`src/rtl/multdiv_pkg.sv`:
```
// Shared constants for the multiply/divide sequencing controller: state
// encoding, default settle latencies and counter width.
package multdiv_pkg;

  localparam int CNT_W        = 6;
  localparam int MULT_LAT_DEF = 4;
  localparam int DIV_LAT_DEF  = 16;

  localparam logic [1:0] IDLE     = 2'd0;
  localparam logic [1:0] RUN_MULT = 2'd1;
  localparam logic [1:0] RUN_DIV  = 2'd2;
  localparam logic [1:0] DONE     = 2'd3;

  // Counter preload for a latency: the capture edge is the one that sees zero.
  function automatic logic [CNT_W-1:0] lat_load(input int lat);
    return CNT_W'(lat - 1);
  endfunction

endpackage

```
`src/rtl/multdiv_controller_if.sv`:
```
// Request/operand/result bundle between a requester+datapath and the
// multiply/divide controller.
interface multdiv_controller_if;

  logic        ctrl_MULT;
  logic        ctrl_DIV;
  logic [31:0] data_operandA;
  logic [31:0] data_operandB;
  logic [31:0] mult_result;
  logic        mult_exception;
  logic [31:0] div_result;
  logic        div_exception;
  logic [31:0] op_A;
  logic [31:0] op_B;
  logic [31:0] data_result;
  logic        data_exception;
  logic        data_inputRDY;
  logic        data_resultRDY;

  modport master (
    output ctrl_MULT, ctrl_DIV, data_operandA, data_operandB,
    output mult_result, mult_exception, div_result, div_exception,
    input  op_A, op_B, data_result, data_exception, data_inputRDY, data_resultRDY
  );

  modport slave (
    input  ctrl_MULT, ctrl_DIV, data_operandA, data_operandB,
    input  mult_result, mult_exception, div_result, div_exception,
    output op_A, op_B, data_result, data_exception, data_inputRDY, data_resultRDY
  );

endinterface

```
`src/rtl/multdiv_counter.sv`:
```
// Loadable down-counter with zero flag; saturates at zero instead of wrapping.
module multdiv_counter
  import multdiv_pkg::*;
(
  input  logic             clock,
  input  logic             reset,
  input  logic             load,
  input  logic [CNT_W-1:0] load_val,
  input  logic             dec,
  output logic [CNT_W-1:0] count,
  output logic             zero
);

  always_ff @(posedge clock or posedge reset) begin
    if (reset)                count <= '0;
    else if (load)            count <= load_val;
    else if (dec && !zero)    count <= count - 1'b1;
  end

  assign zero = (count == '0);

endmodule

```
`src/rtl/multdiv_controller.sv`:
```
// Sequences an external combinational multiplier/divider: latches operands,
// waits a fixed settle time, then captures the result with a one-cycle pulse.
module multdiv_controller
  import multdiv_pkg::*;
#(
  parameter int MULT_LAT = MULT_LAT_DEF,
  parameter int DIV_LAT  = DIV_LAT_DEF
) (
  input  logic                 clock,
  input  logic                 reset,
  multdiv_controller_if.slave  bus
);

  logic [1:0]       state;
  logic [CNT_W-1:0] cnt;
  logic             cnt_zero;
  logic             launch_mult, launch_div, div_zero, running, finish, load;
  logic [CNT_W-1:0] load_val;
  logic             rdy_q;

  always_comb begin
    launch_mult = bus.ctrl_MULT;
    launch_div  = bus.ctrl_DIV && !bus.ctrl_MULT;
    div_zero    = launch_div && (bus.data_operandB[15:0] == 16'd0);
    running     = (state == RUN_MULT) || (state == RUN_DIV);
    load        = launch_mult || launch_div;
    // Any new request on this edge aborts the in-flight capture.
    finish      = running && cnt_zero && !load;
    load_val    = '0;
    if (launch_mult)                load_val = lat_load(MULT_LAT);
    else if (launch_div && !div_zero) load_val = lat_load(DIV_LAT);
  end

  multdiv_counter u_cnt (
    .clock    (clock),
    .reset    (reset),
    .load     (load),
    .load_val (load_val),
    .dec      (running && !load),
    .count    (cnt),
    .zero     (cnt_zero)
  );

  always_ff @(posedge clock or posedge reset) begin
    if (reset) begin
      state <= IDLE;
    end else if (launch_mult) begin
      state <= RUN_MULT;
    end else if (launch_div) begin
      state <= div_zero ? DONE : RUN_DIV;
    end else begin
      case (state)
        RUN_MULT, RUN_DIV: if (cnt_zero) state <= DONE;
        DONE:              state <= IDLE;
        default:           state <= IDLE;
      endcase
    end
  end

  // Operands stay frozen between launches so the datapath settles on stable inputs.
  always_ff @(posedge clock or posedge reset) begin
    if (reset) begin
      bus.op_A <= '0;
      bus.op_B <= '0;
    end else if (load) begin
      bus.op_A <= bus.data_operandA;
      bus.op_B <= bus.data_operandB;
    end
  end

  always_ff @(posedge clock or posedge reset) begin
    if (reset) begin
      bus.data_result    <= '0;
      bus.data_exception <= 1'b0;
      rdy_q              <= 1'b0;
    end else begin
      rdy_q <= div_zero || finish;
      if (div_zero) begin
        bus.data_result    <= '0;
        bus.data_exception <= 1'b1;
      end else if (finish && state == RUN_MULT) begin
        bus.data_result    <= bus.mult_result;
        bus.data_exception <= bus.mult_exception;
      end else if (finish) begin
        bus.data_result    <= bus.div_result;
        bus.data_exception <= bus.div_exception;
      end
    end
  end

  assign bus.data_resultRDY = rdy_q;
  assign bus.data_inputRDY  = (state == IDLE) || (state == DONE);

endmodule

```
`src/flat_wrapper.sv`:
```
// flat-port wrapper written by rule: the top's interface ports become plain ports
module multdiv_controller_flat import multdiv_pkg::*;
#(
  parameter int MULT_LAT = MULT_LAT_DEF,
  parameter int DIV_LAT  = DIV_LAT_DEF
)
  (clock, reset, bus_ctrl_MULT, bus_ctrl_DIV, bus_data_operandA, bus_data_operandB, bus_mult_result, bus_mult_exception, bus_div_result, bus_div_exception, bus_op_A, bus_op_B, bus_data_result, bus_data_exception, bus_data_inputRDY, bus_data_resultRDY);
  multdiv_controller_if bus_i ();
  input  logic clock;
  input  logic reset;
  input wire logic [$bits(bus_i.ctrl_MULT)-1:0] bus_ctrl_MULT;
  input wire logic [$bits(bus_i.ctrl_DIV)-1:0] bus_ctrl_DIV;
  input wire logic [$bits(bus_i.data_operandA)-1:0] bus_data_operandA;
  input wire logic [$bits(bus_i.data_operandB)-1:0] bus_data_operandB;
  input wire logic [$bits(bus_i.mult_result)-1:0] bus_mult_result;
  input wire logic [$bits(bus_i.mult_exception)-1:0] bus_mult_exception;
  input wire logic [$bits(bus_i.div_result)-1:0] bus_div_result;
  input wire logic [$bits(bus_i.div_exception)-1:0] bus_div_exception;
  output wire logic [$bits(bus_i.op_A)-1:0] bus_op_A;
  output wire logic [$bits(bus_i.op_B)-1:0] bus_op_B;
  output wire logic [$bits(bus_i.data_result)-1:0] bus_data_result;
  output wire logic [$bits(bus_i.data_exception)-1:0] bus_data_exception;
  output wire logic [$bits(bus_i.data_inputRDY)-1:0] bus_data_inputRDY;
  output wire logic [$bits(bus_i.data_resultRDY)-1:0] bus_data_resultRDY;
  assign bus_i.ctrl_MULT = bus_ctrl_MULT;
  assign bus_i.ctrl_DIV = bus_ctrl_DIV;
  assign bus_i.data_operandA = bus_data_operandA;
  assign bus_i.data_operandB = bus_data_operandB;
  assign bus_i.mult_result = bus_mult_result;
  assign bus_i.mult_exception = bus_mult_exception;
  assign bus_i.div_result = bus_div_result;
  assign bus_i.div_exception = bus_div_exception;
  assign bus_op_A = bus_i.op_A;
  assign bus_op_B = bus_i.op_B;
  assign bus_data_result = bus_i.data_result;
  assign bus_data_exception = bus_i.data_exception;
  assign bus_data_inputRDY = bus_i.data_inputRDY;
  assign bus_data_resultRDY = bus_i.data_resultRDY;
  multdiv_controller #(.MULT_LAT(MULT_LAT), .DIV_LAT(DIV_LAT)) u_core (.clock(clock), .reset(reset), .bus(bus_i));
endmodule
```
`config.mk`:
```
export PLATFORM = sky130hd
export DESIGN_NAME = multdiv_controller_flat
export DESIGN_NICKNAME = d
export VERILOG_FILES = /design/src/rtl/multdiv_pkg.sv /design/src/rtl/multdiv_controller_if.sv /design/src/rtl/multdiv_counter.sv /design/src/rtl/multdiv_controller.sv /design/src/flat_wrapper.sv
export SDC_FILE = /design/constraint.sdc
export NUM_CORES = 1
export LEC_CHECK = 0
export BUFFER_PORTS_ARGS = -buffer_cell sky130_fd_sc_hd__buf_4
export CORE_UTILIZATION = 40
export CTS_CLUSTER_SIZE = 30
export DETAILED_ROUTE_END_ITERATION = 7
export GPL_ROUTABILITY_DRIVEN = 0
export PLACE_DENSITY = 0.72
export SYNTH_ARGS = -nofsm -noshare
export SYNTH_HDL_FRONTEND = slang
export SYNTH_SLANG_ARGS = --single-unit
export TNS_END_PERCENT = 100
```
`constraint.sdc`:
```
create_clock -name clock -period 9.1 [get_ports clock]
set_input_delay 1.82 -clock clock [delete_from_list [all_inputs] [get_ports clock]]
set_output_delay 1.82 -clock clock [all_outputs]
set_load 0.005 [all_outputs]
```
==> results.cfg, run 1 <==
[outcome]
status = finished, final reports clean

[setup_path]
start_kind = primary input
reg2reg_to = u_core.bus.data_exception
reg2reg_slack_ns = 7.06
endpoint_kind = flop
crit_arrival_ns = 3.62
criticalPathCategory = in -> reg
crit_path_top_delay_cell = nor2_4
max_stage_delay_ns = 0.68
worstPathCellList = buf_4 -> nor4_1 -> nand4_1 -> nor2_4 -> o22ai_1
cp_data_required_time_ns = 9.29
reg2reg_from = u_core.state[1]
cp_max_fo = 35
worst_r2r_path_depth = 4

[pwr]
p_sw_share_pct = 23.0
p_sw_mw = 0.271
p_leak_nw = 3.27
irDropWorstVdd_uv = 130
power_density_nw_per_um2 = 175
seq_power_share_pct = 45.3
combPwrFrac_pct = 18.3
p_clk_share_pct = 36.4
internal_power_mw = 0.908

[yosys]
ys_top_cells_by_area = dfrtp_1 (58%), mux2_2 (16%), mux2i_1 (7.2%), o22ai_1 (4.4%), nand2_1 (2.7%)
ys_seq_area_share_pct = 58.1
synth_nets = 479
synth_seq_cells = 106
synthDistinctLibCells = 38
synth-edff-count = 0
avgSynthCellArea_sq_um = 13.3
yosys_warnings = 0
yosys.area.top_type_share_pct = 58.1
syn_area_sq_um = 4560
async_flop_share_pct = 100
synth_cells = 342
yosysTopAreaCell = dfrtp_1
synth_ff_type = dfrtp_1

[worst_hold_path]
hp-start = u_core.bus.op_A[21]
hold_depth = 1
min_to = u_core.bus.op_A[21]
hp-class = reg -> reg

[global_route]
grt_pass1_vias = 3569
antenna_found_initial = 0
grt_usage_pct = 19.6
grt_max_degree = 83
grt_pass1_wl_mm = 17.4
grt-ovfl-total = 0

[sta]
finalCriticalPeriod_ns = 3.43
finalCritPeriodShare_pct = 37.7
slew_headroom_pct = 28.2
maxSlewViolCount = 0
setup_tns_ns = 0
holdWs_ns = 0.505
grt_setup_unrepaired = no
worst_pin_slew_ns = 1.08
fin_skew_ns = 0.00312
setup_violations = 0
clock.fmax_mhz = 291
final_hold_viol_count = 0

[drt]
ant_nets = 0
wl_met3_mm = 1.17
wl_met1_mm = 4.34
drt-pass1-iter-count = 4
avgViaCountPerCell = 5.00
num_vias = 3557
top_layer = met4
drcViolationCount = 0
drt_wl_total_mm = 11.3
met2_length_mm = 5.60
drt-initial-drc-count = 119
wl_per_cell_um = 15.9

[clock_tree]
numCtsBuffers = 9
hold_buffers = 0
worstSkewPairLatency_ns = 0.34
clockBufferDepth = 2
htree_levels = 3
ctsResizeCount = 0
clk_pin_slew_ns = 0.07
cts_sinks = 106
postCtsSetupBuffers = 0
cts_tree = yes
root_buffer = clkbuf_16

[die]
pin_count = 233
dieArea_sq_um = 11800
die_h_um = 109
start_util_pct = 41.6
core_area_sq_um = 11000
row_count = 38
die_w_um = 109

[place]
place_hpwl_mm = 8.53
io_buffers = 232

[layout]
layout_common_cells = buf_4 (236), dfrtp_1 (106), mux2_2 (65), nand2_1 (33), mux2i_1 (33)
drive_gt1_share_pct = 57.9
final_common_cell = buf_4
num_antenna_cells = 0
fin_nets = 704
syn_to_final_growth_pct = 47.5

[run]
maxCapViolCount = 0
flip-flops by register name, summed over array words and instances (netlist names):
name,cells
u_core.u_cnt.count,6
u_core.bus.data_exception,1
u_core.bus.op_B,32
u_core.bus.op_A,32
u_core.bus.data_resultRDY,1
u_core.bus.data_result,32
u_core.state,2
synth_stat cells, types with 2 or more instances:
master	instances
dfrtp_1	106
nor3_1	3
a211oi_1	2
buf_2	11
xnor2_1	2
buf_6	3
a21oi_1	2
nor4_1	5
buf_4	3
o2bb2ai_1	2
clkbuf_1	5
inv_1	7
nand2_1	33
nand2b_1	2
o21ai_0	2
mux2_2	65
o22ai_1	32
nand4_1	2
mux2i_1	33
ha_1	3
o31a_2	2
worst max-delay path, delay by kind of cell:
kind / cells / cell delay, ns
compound gates: 1 / 0.21
buf+inv: 1 / 0.11
simple gates: 3 / 1.45
layout make-up:
class	count	area [sq um]
clock buffer	12	267
clock inverter	4	72.6
fill	856	4250
inverter	7	28.8
multi-input combinational	207	1760
sequential	106	2650
tap	140	175
timing repair buffer	236	1770
kinds of logic (layout without fill, tap and decap cells):
group	Yosys count	after routing	synth area share, %
flip-flops	106	106	58.1
adder cells (fa/ha/maj)	3	3	0.822
AO/OA/AOI/OAI	48	48	7.10
buffers and inverters	29	259	3.43
AND/OR/NAND/NOR	55	55	6.55
XOR/XNOR	2	2	0.384
multiplexers	99	99	23.6
metrics by stage:
step | area, sq um | power [mW] | instances | setup slack, ns | utilization (%)
2_1_floorplan | 4560 | 0.632 | 342 | 4.49 | -
3_3_place_gp | 6390 | 0.756 | 696 | 5.45 | 58.2
4_1_cts | 6730 | 1.19 | 712 | 5.67 | 61.3
3_5_place_dp | 6390 | 0.762 | 696 | 5.31 | 58.2
6_report | 6730 | 1.18 | 712 | 5.67 | 61.3
5_1_grt | 6730 | 1.23 | 712 | 5.51 | 61.3
how the worst max path moves through the flow:
stage,from,endpoint,slack (ns)
finish,bus_data_operandB[13],u_core.bus.data_result[17],5.67
global route,bus_data_operandB[13],u_core.bus.data_result[12],5.51
global placement,bus_data_operandB[13],u_core.bus.data_result[10],5.45
floorplan,reset,u_core.bus.data_exception,4.49
detailed placement,bus_data_operandB[13],u_core.bus.data_result[17],5.31
CTS,bus_data_operandB[13],u_core.bus.data_result[17],5.67
per-layer routing:
layer	GRT usage [%]	up-vias
met4	8.20	0
met1	21.0	1702
met3	8.43	18
met2	33.7	147
li1	-	1690
met5	0	-
power groups by stage:
stage	combinational (mW)	clock (mW)	sequential, mW
finish	0.215	0.430	0.534
detailed placement	0.219	0	0.543
global route	0.235	0.456	0.540
global placement	0.214	0	0.542
floorplan	0.0875	0	0.544
CTS	0.220	0.439	0.535
No activity file was read; power rests on OpenSTA's default activity.
==> inputs of run 2 (changes only) <==
--- a/config.mk
+++ b/config.mk
@@ -10,7 +10,7 @@
 export CTS_CLUSTER_SIZE = 30
 export DETAILED_ROUTE_END_ITERATION = 7
 export GPL_ROUTABILITY_DRIVEN = 0
-export PLACE_DENSITY = 0.72
+export PLACE_DENSITY = 0.75
 export SYNTH_ARGS = -nofsm -noshare
 export SYNTH_HDL_FRONTEND = slang
 export SYNTH_SLANG_ARGS = --single-unit
==> constraint.sdc (replaced) <==
create_clock -name clock -period 2.9 [get_ports clock]
set_input_delay 0.58 -clock clock [delete_from_list [all_inputs] [get_ports clock]]
set_output_delay 0.58 -clock clock [all_outputs]
set_load 0.005 [all_outputs]
==> results.cfg, run 2 (synthesis results as in run 1) <==
[outcome]
status = finished, final reports clean

[setup_path]
max_stage_delay_ns = 0.51
worst_r2r_path_depth = 7
start_kind = flop
endpoint_kind = flop
crit_path_top_delay_cell = nand4_1
criticalPathCategory = reg -> reg
crit_arrival_ns = 2.31
cp_max_fo = 43
cp_data_required_time_ns = 3.11
worstPathCellList = inv_1 -> ha_1 -> nor3b_2 -> nand4_1 -> buf_12 -> nand2_1 -> o22ai_1

[clock_tree]
ctsResizeCount = 0
root_buffer = clkbuf_16
htree_levels = 3
cts_tree = yes
postCtsSetupBuffers = 0
clockBufferDepth = 2
clk_pin_slew_ns = 0.07
hold_buffers = 0
worstSkewPairLatency_ns = 0.34
numCtsBuffers = 9
cts_sinks = 106

[place]
dp_cells = 700
place_area_sq_um = 6430
place_hpwl_mm = 9.04
io_buffers = 232

[pwr]
combPwrFrac_pct = 18.8
seq_power_share_pct = 46.3
p_sw_share_pct = 24.2
power_density_nw_per_um2 = 537
internal_power_mw = 2.75
p_leak_nw = 3.28
irDropWorstVdd_uv = 292
p_sw_mw = 0.878
p_clk_share_pct = 34.9

[drt]
wl_met3_mm = 1.11
drcViolationCount = 0
avgViaCountPerCell = 4.97
drt-initial-drc-count = 99
drt_wl_total_mm = 11.8
wl_met1_mm = 4.24
top_layer = met4
wl_per_cell_um = 16.5
drt-pass1-iter-count = 4
met2_length_mm = 6.19
ant_nets = 0
num_vias = 3561

[layout]
fin_nets = 708
syn_to_final_growth_pct = 47.8
reg_top3 = u_core.bus.data_result: 32 flops, u_core.bus.op_A: 32 flops, u_core.bus.op_B: 32 flops
layout_common_cells = buf_4 (239), dfrtp_1 (106), mux2_2 (65), nand2_1 (33), mux2i_1 (33)
final_cell_area_sq_um = 6750
num_antenna_cells = 0
layoutNonFillerInstCount = 716
final_common_cell = buf_4
fill_cells = 890
drive_gt1_share_pct = 58.2

[global_route]
grt-ovfl-total = 0
grt_max_degree = 72
grt_pass1_vias = 3625
antenna_found_initial = 0
grt_usage_pct = 20.1
grt_pass1_wl_mm = 17.9

[sta]
setup_tns_ns = 0
maxSlewViolCount = 0
holdWs_ns = 0.442
worst_pin_slew_ns = 0.870
clock.fmax_mhz = 478
finalCriticalPeriod_ns = 2.09
final_hold_viol_count = 0
setup_violations = 0
slew_headroom_pct = 42.0
finalCritPeriodShare_pct = 72.2
grt_setup_unrepaired = no
fin_skew_ns = 0.00437

[die]
die_h_um = 109
die_w_um = 109
pin_count = 233
row_count = 38
dieArea_sq_um = 11800
core_area_sq_um = 11000
start_util_pct = 41.6

[worst_hold_path]
hp-class = in -> reg
hold_depth = 2

[run]
maxCapViolCount = 0
==> run 2: changes by cell type in the layout (fill, tap and decap cells not counted) <==
cell | before | now
buf_12 | 0 | 1
buf_4 | 236 | 239
bufinv_16 | 2 | 1
clkbuf_8 | 3 | 2
clkinvlp_4 | 1 | 2
inv_4 | 1 | 0
inv_6 | 0 | 2
==> run 2: final timing paths <==
check	endpoint	startpoint	slack, ns
setup / recovery	u_core.bus.data_result[25]	u_core.u_cnt.count[0]	0.81
hold / removal	u_core.state[1]	bus_ctrl_MULT	0.44
setup reg to reg	u_core.bus.data_result[25]	u_core.u_cnt.count[0]	0.81
hold reg to reg	u_core.bus.op_B[16]	u_core.bus.op_B[16]	0.51
max in group asynchronous	u_core.bus.data_result[27]	reset	1.99
min in group asynchronous	u_core.bus.op_B[20]	reset	0.46
==> run 2: power by group through the flow <==
| stage | clock network, mW | registers (mW) | logic (mW) |
|---|---|---|---|
| after global routing | 1.36 | 1.70 | 0.739 |
| after floorplan | 0 | 1.71 | 0.275 |
| after detailed placement | 0 | 1.71 | 0.692 |
| after CTS | 1.30 | 1.68 | 0.693 |
| final | 1.27 | 1.68 | 0.681 |
| after global placement | 0 | 1.70 | 0.674 |
==> run 2: cell type report <==
class / instances / area (sq um) / share of cell area, %
Sequential cell: 106 / 2650 / 39.3
Timing Repair Buffer: 240 / 1810 / 26.9
Multi-Input combinational cell: 207 / 1760 / 26.1
Clock buffer: 11 / 253 / 3.75
Tap cell: 140 / 175 / 2.60
Clock inverter: 5 / 60.1 / 0.890
Inverter: 7 / 30.0 / 0.445
==> run 2: metal layers <==
layer / up-vias / GRT usage (%)
met5: - / 0
met4: 0 / 7.72
met3: 20 / 8.61
met2: 132 / 35.0
met1: 1722 / 21.5
li1: 1687 / -
==> run 2: metrics by stage <==
step	setup slack, ns	total power [mW]	utilization (%)
after floorplan	1.05	1.98	-
after global placement	0.724	2.37	58.6
after detailed placement	0.643	2.40	58.6
after CTS	0.769	3.67	61.4
after global routing	0.617	3.80	61.4
final	0.807	3.63	61.4
==> run 2: critical path, delay by kind of cell (launching register included) <==
family,cells,cell delay [ns]
buffers and inverters,2,0.49
flip-flops,1,0.43
AO/OA/AOI/OAI,1,0.07
AND/OR/NAND/NOR,3,0.80
adder cells (fa/ha/maj),1,0.15
==> inputs of run 3 (changes only) <==
--- a/config.mk
+++ b/config.mk
@@ -5,12 +5,13 @@
 export SDC_FILE = /design/constraint.sdc
 export NUM_CORES = 1
 export LEC_CHECK = 0
+export ABC_AREA = 1
 export BUFFER_PORTS_ARGS = -buffer_cell sky130_fd_sc_hd__buf_4
 export CORE_UTILIZATION = 40
 export CTS_CLUSTER_SIZE = 30
 export DETAILED_ROUTE_END_ITERATION = 7
 export GPL_ROUTABILITY_DRIVEN = 0
-export PLACE_DENSITY = 0.75
+export PLACE_DENSITY = 0.74
 export SYNTH_ARGS = -nofsm -noshare
 export SYNTH_HDL_FRONTEND = slang
 export SYNTH_SLANG_ARGS = --single-unit
==> constraint.sdc (replaced) <==
create_clock -name clock -period 1.76 [get_ports clock]
set_input_delay 0.352 -clock clock [delete_from_list [all_inputs] [get_ports clock]]
set_output_delay 0.352 -clock clock [all_outputs]
set_load 0.005 [all_outputs]
==> results.cfg, run 3 <==
[layout]
num_antenna_cells = 0
layout_common_cells = buf_4 (242), nand2_1 (227), dfrtp_1 (106), mux2i_1 (31), nand3_1 (26)
final_common_cell = buf_4
reg_top3 = u_core.bus.data_result: 32 flops, u_core.bus.op_A: 32 flops, u_core.bus.op_B: 32 flops
fin_nets = 883
utilization_pct = 60.7
layoutNonFillerInstCount = 892
syn_to_final_growth_pct = 47.3
drive_gt1_share_pct = 39.3

[die]
die_h_um = 110
row_count = 39
core_area_sq_um = 11400
start_util_pct = 41.2
die_w_um = 110
pin_count = 233
dieArea_sq_um = 12200

[global_route]
grt_usage_pct = 20.1
grt_pass1_wl_mm = 20.0
grt_max_degree = 60
grt_pass1_vias = 4105
antenna_found_initial = 0
grt-ovfl-total = 0

[sta]
fin_skew_ns = 0.00337
grt_setup_unrepaired = no
worst_pin_slew_ns = 0.594
slew_headroom_pct = 60.4
clock.fmax_mhz = 638
finalCritPeriodShare_pct = 89.0
maxSlewViolCount = 0
holdWs_ns = 0.102
finalCriticalPeriod_ns = 1.57
setup_violations = 0
final_hold_viol_count = 0
setup_tns_ns = 0

[yosys]
synth_adder_area_share_pct = 0.798
synthXorXnorAreaFrac_pct = 0.186
synth_top_family_by_area = simple AND/OR/NAND/NOR gates
synthDistinctLibCells = 26
synth-edff-count = 0
synth-simple-area-share_pct = 26.1
muxShareOfSynthArea_pct = 6.59
async_flop_share_pct = 100
synth_nets = 654
avgSynthCellArea_sq_um = 9.10
yosys.area.top_type_share_pct = 56.4
synth_ff_type = dfrtp_1
ys_seq_area_share_pct = 56.4
synth_seq_cells = 106
synth_compound_area_share_pct = 5.08
ys_top_cells_by_area = dfrtp_1 (56%), nand2_1 (18%), mux2i_1 (6.6%), nand3_1 (2.8%), nand3_2 (2.8%)
yosys_warnings = 0
syn_area_sq_um = 4710
synth_cells = 517
synthTopCellsByCount = nand2_1 (228), dfrtp_1 (106), mux2i_1 (31), nand3_1 (26), o21ai_1 (21)
post-synth-top-count-cell = nand2_1
yosysTopAreaCell = dfrtp_1

[setup_path]
worstSetupStartpoint = u_core.state[1]
start_kind = flop
worst_r2r_path_depth = 9
criticalPathCategory = reg -> reg
endpoint_kind = flop
reg2reg_from = u_core.state[1]
crit_arrival_ns = 1.80
critical_path.endpoint = u_core.bus.data_exception
reg2reg_slack_ns = 0.19
cp_max_fo = 30
reg2reg_to = u_core.bus.data_exception
cp_data_required_time_ns = 1.99

[pwr]
power_density_nw_per_um2 = 952
irDropWorstVdd_uv = 545
seq_power_share_pct = 44.8
combPwrFrac_pct = 23.5
p_sw_mw = 1.69
p_sw_share_pct = 25.6
internal_power_mw = 4.91
p_leak_nw = 3.80
p_clk_share_pct = 31.7
finalPower_mw = 6.60

[run]
maxCapViolCount = 0

[outcome]
status = finished, final reports clean

[clock_tree]
cts_tree = yes
htree_levels = 3
hold_buffers = 0
cts_sinks = 106
numCtsBuffers = 9
ctsResizeCount = 0
worstSkewPairLatency_ns = 0.33
root_buffer = clkbuf_16
clk_pin_slew_ns = 0.06
postCtsSetupBuffers = 0
clockBufferDepth = 2

[place]
io_buffers = 232
place_hpwl_mm = 9.17
dp_cells = 878

[drt]
drt_wl_total_mm = 12.1
drcViolationCount = 0
num_vias = 4232
drt-pass1-iter-count = 4
wl_per_cell_um = 13.6
drt-initial-drc-count = 167
avgViaCountPerCell = 4.74
ant_nets = 0

[worst_hold_path]
hp-class = in -> async
run 3: how the worst min path moves through the flow:
stage,startpoint,endpoint
after global routing,reset,u_core.bus.op_B[25]
after CTS,reset,u_core.bus.op_B[26]
final,reset,u_core.bus.op_B[29]
after floorplan,u_core.state[0],u_core.state[0]
after detailed placement,u_core.bus.op_A[18],u_core.bus.op_A[18]
after global placement,u_core.bus.op_A[9],u_core.bus.op_A[9]
run 3: cells by family (layout without fill, tap and decap cells):
group,count (synthesis),count (layout)
and+or+nand+nor,292,292
buffers and inverters,45,277
xor gates and xnor gates,1,1
AOI/OAI and AO/OA,39,39
DFF,106,106
muxes,31,31
adders and majority gates,3,3
run 3: routing by layer:
layer / up-vias / track usage (%) / share of wire (%)
li1: 2098 / - / -
met1: 1963 / 24.8 / 41
met2: 154 / 33.9 / 50
met3: 17 / 5.49 / 7.3
met4: 0 / 6.58 / 1.5
met5: - / 0 / 0
run 3: area by class of cell:
cell class	instances	area (sq um)
well taps	143	179
fillers	1004	4490
multi-input cells	366	1830
repair buffers	246	1900
inverters	17	67.6
clock inverters	3	65.1
flip-flops and latches	106	2650
clock buffers	11	243
run 3: per-stage QoR:
step	instance area (sq um)	setup slack [ns]
6_report	6930	0.194
3_3_place_gp	6620	0.269
3_5_place_dp	6620	0.199
5_1_grt	6930	0.0256
4_1_cts	6930	0.179
2_1_floorplan	4710	0.134
run 3: critical path, cell delays in order, from the launching register on:
cell and delay (ns):
dfrtp_1 0.36, inv_1 0.07, ha_2 0.28, nor2_1 0.17, nand2_2 0.11, buf_12 0.19
inv_1 0.09, nand3_1 0.08, nand2_1 0.08, inv_1 0.04
run 3: power by group through the flow:
| stage | clock network [mW] | registers (mW) | logic (mW) |
|---|---|---|---|
| finish | 2.09 | 2.96 | 1.55 |
| global route | 2.24 | 3.00 | 1.71 |
| CTS | 2.16 | 2.96 | 1.58 |
| detailed placement | 0 | 3.00 | 1.57 |
| global placement | 0 | 2.99 | 1.53 |
| floorplan | 0 | 3.00 | 0.640 |
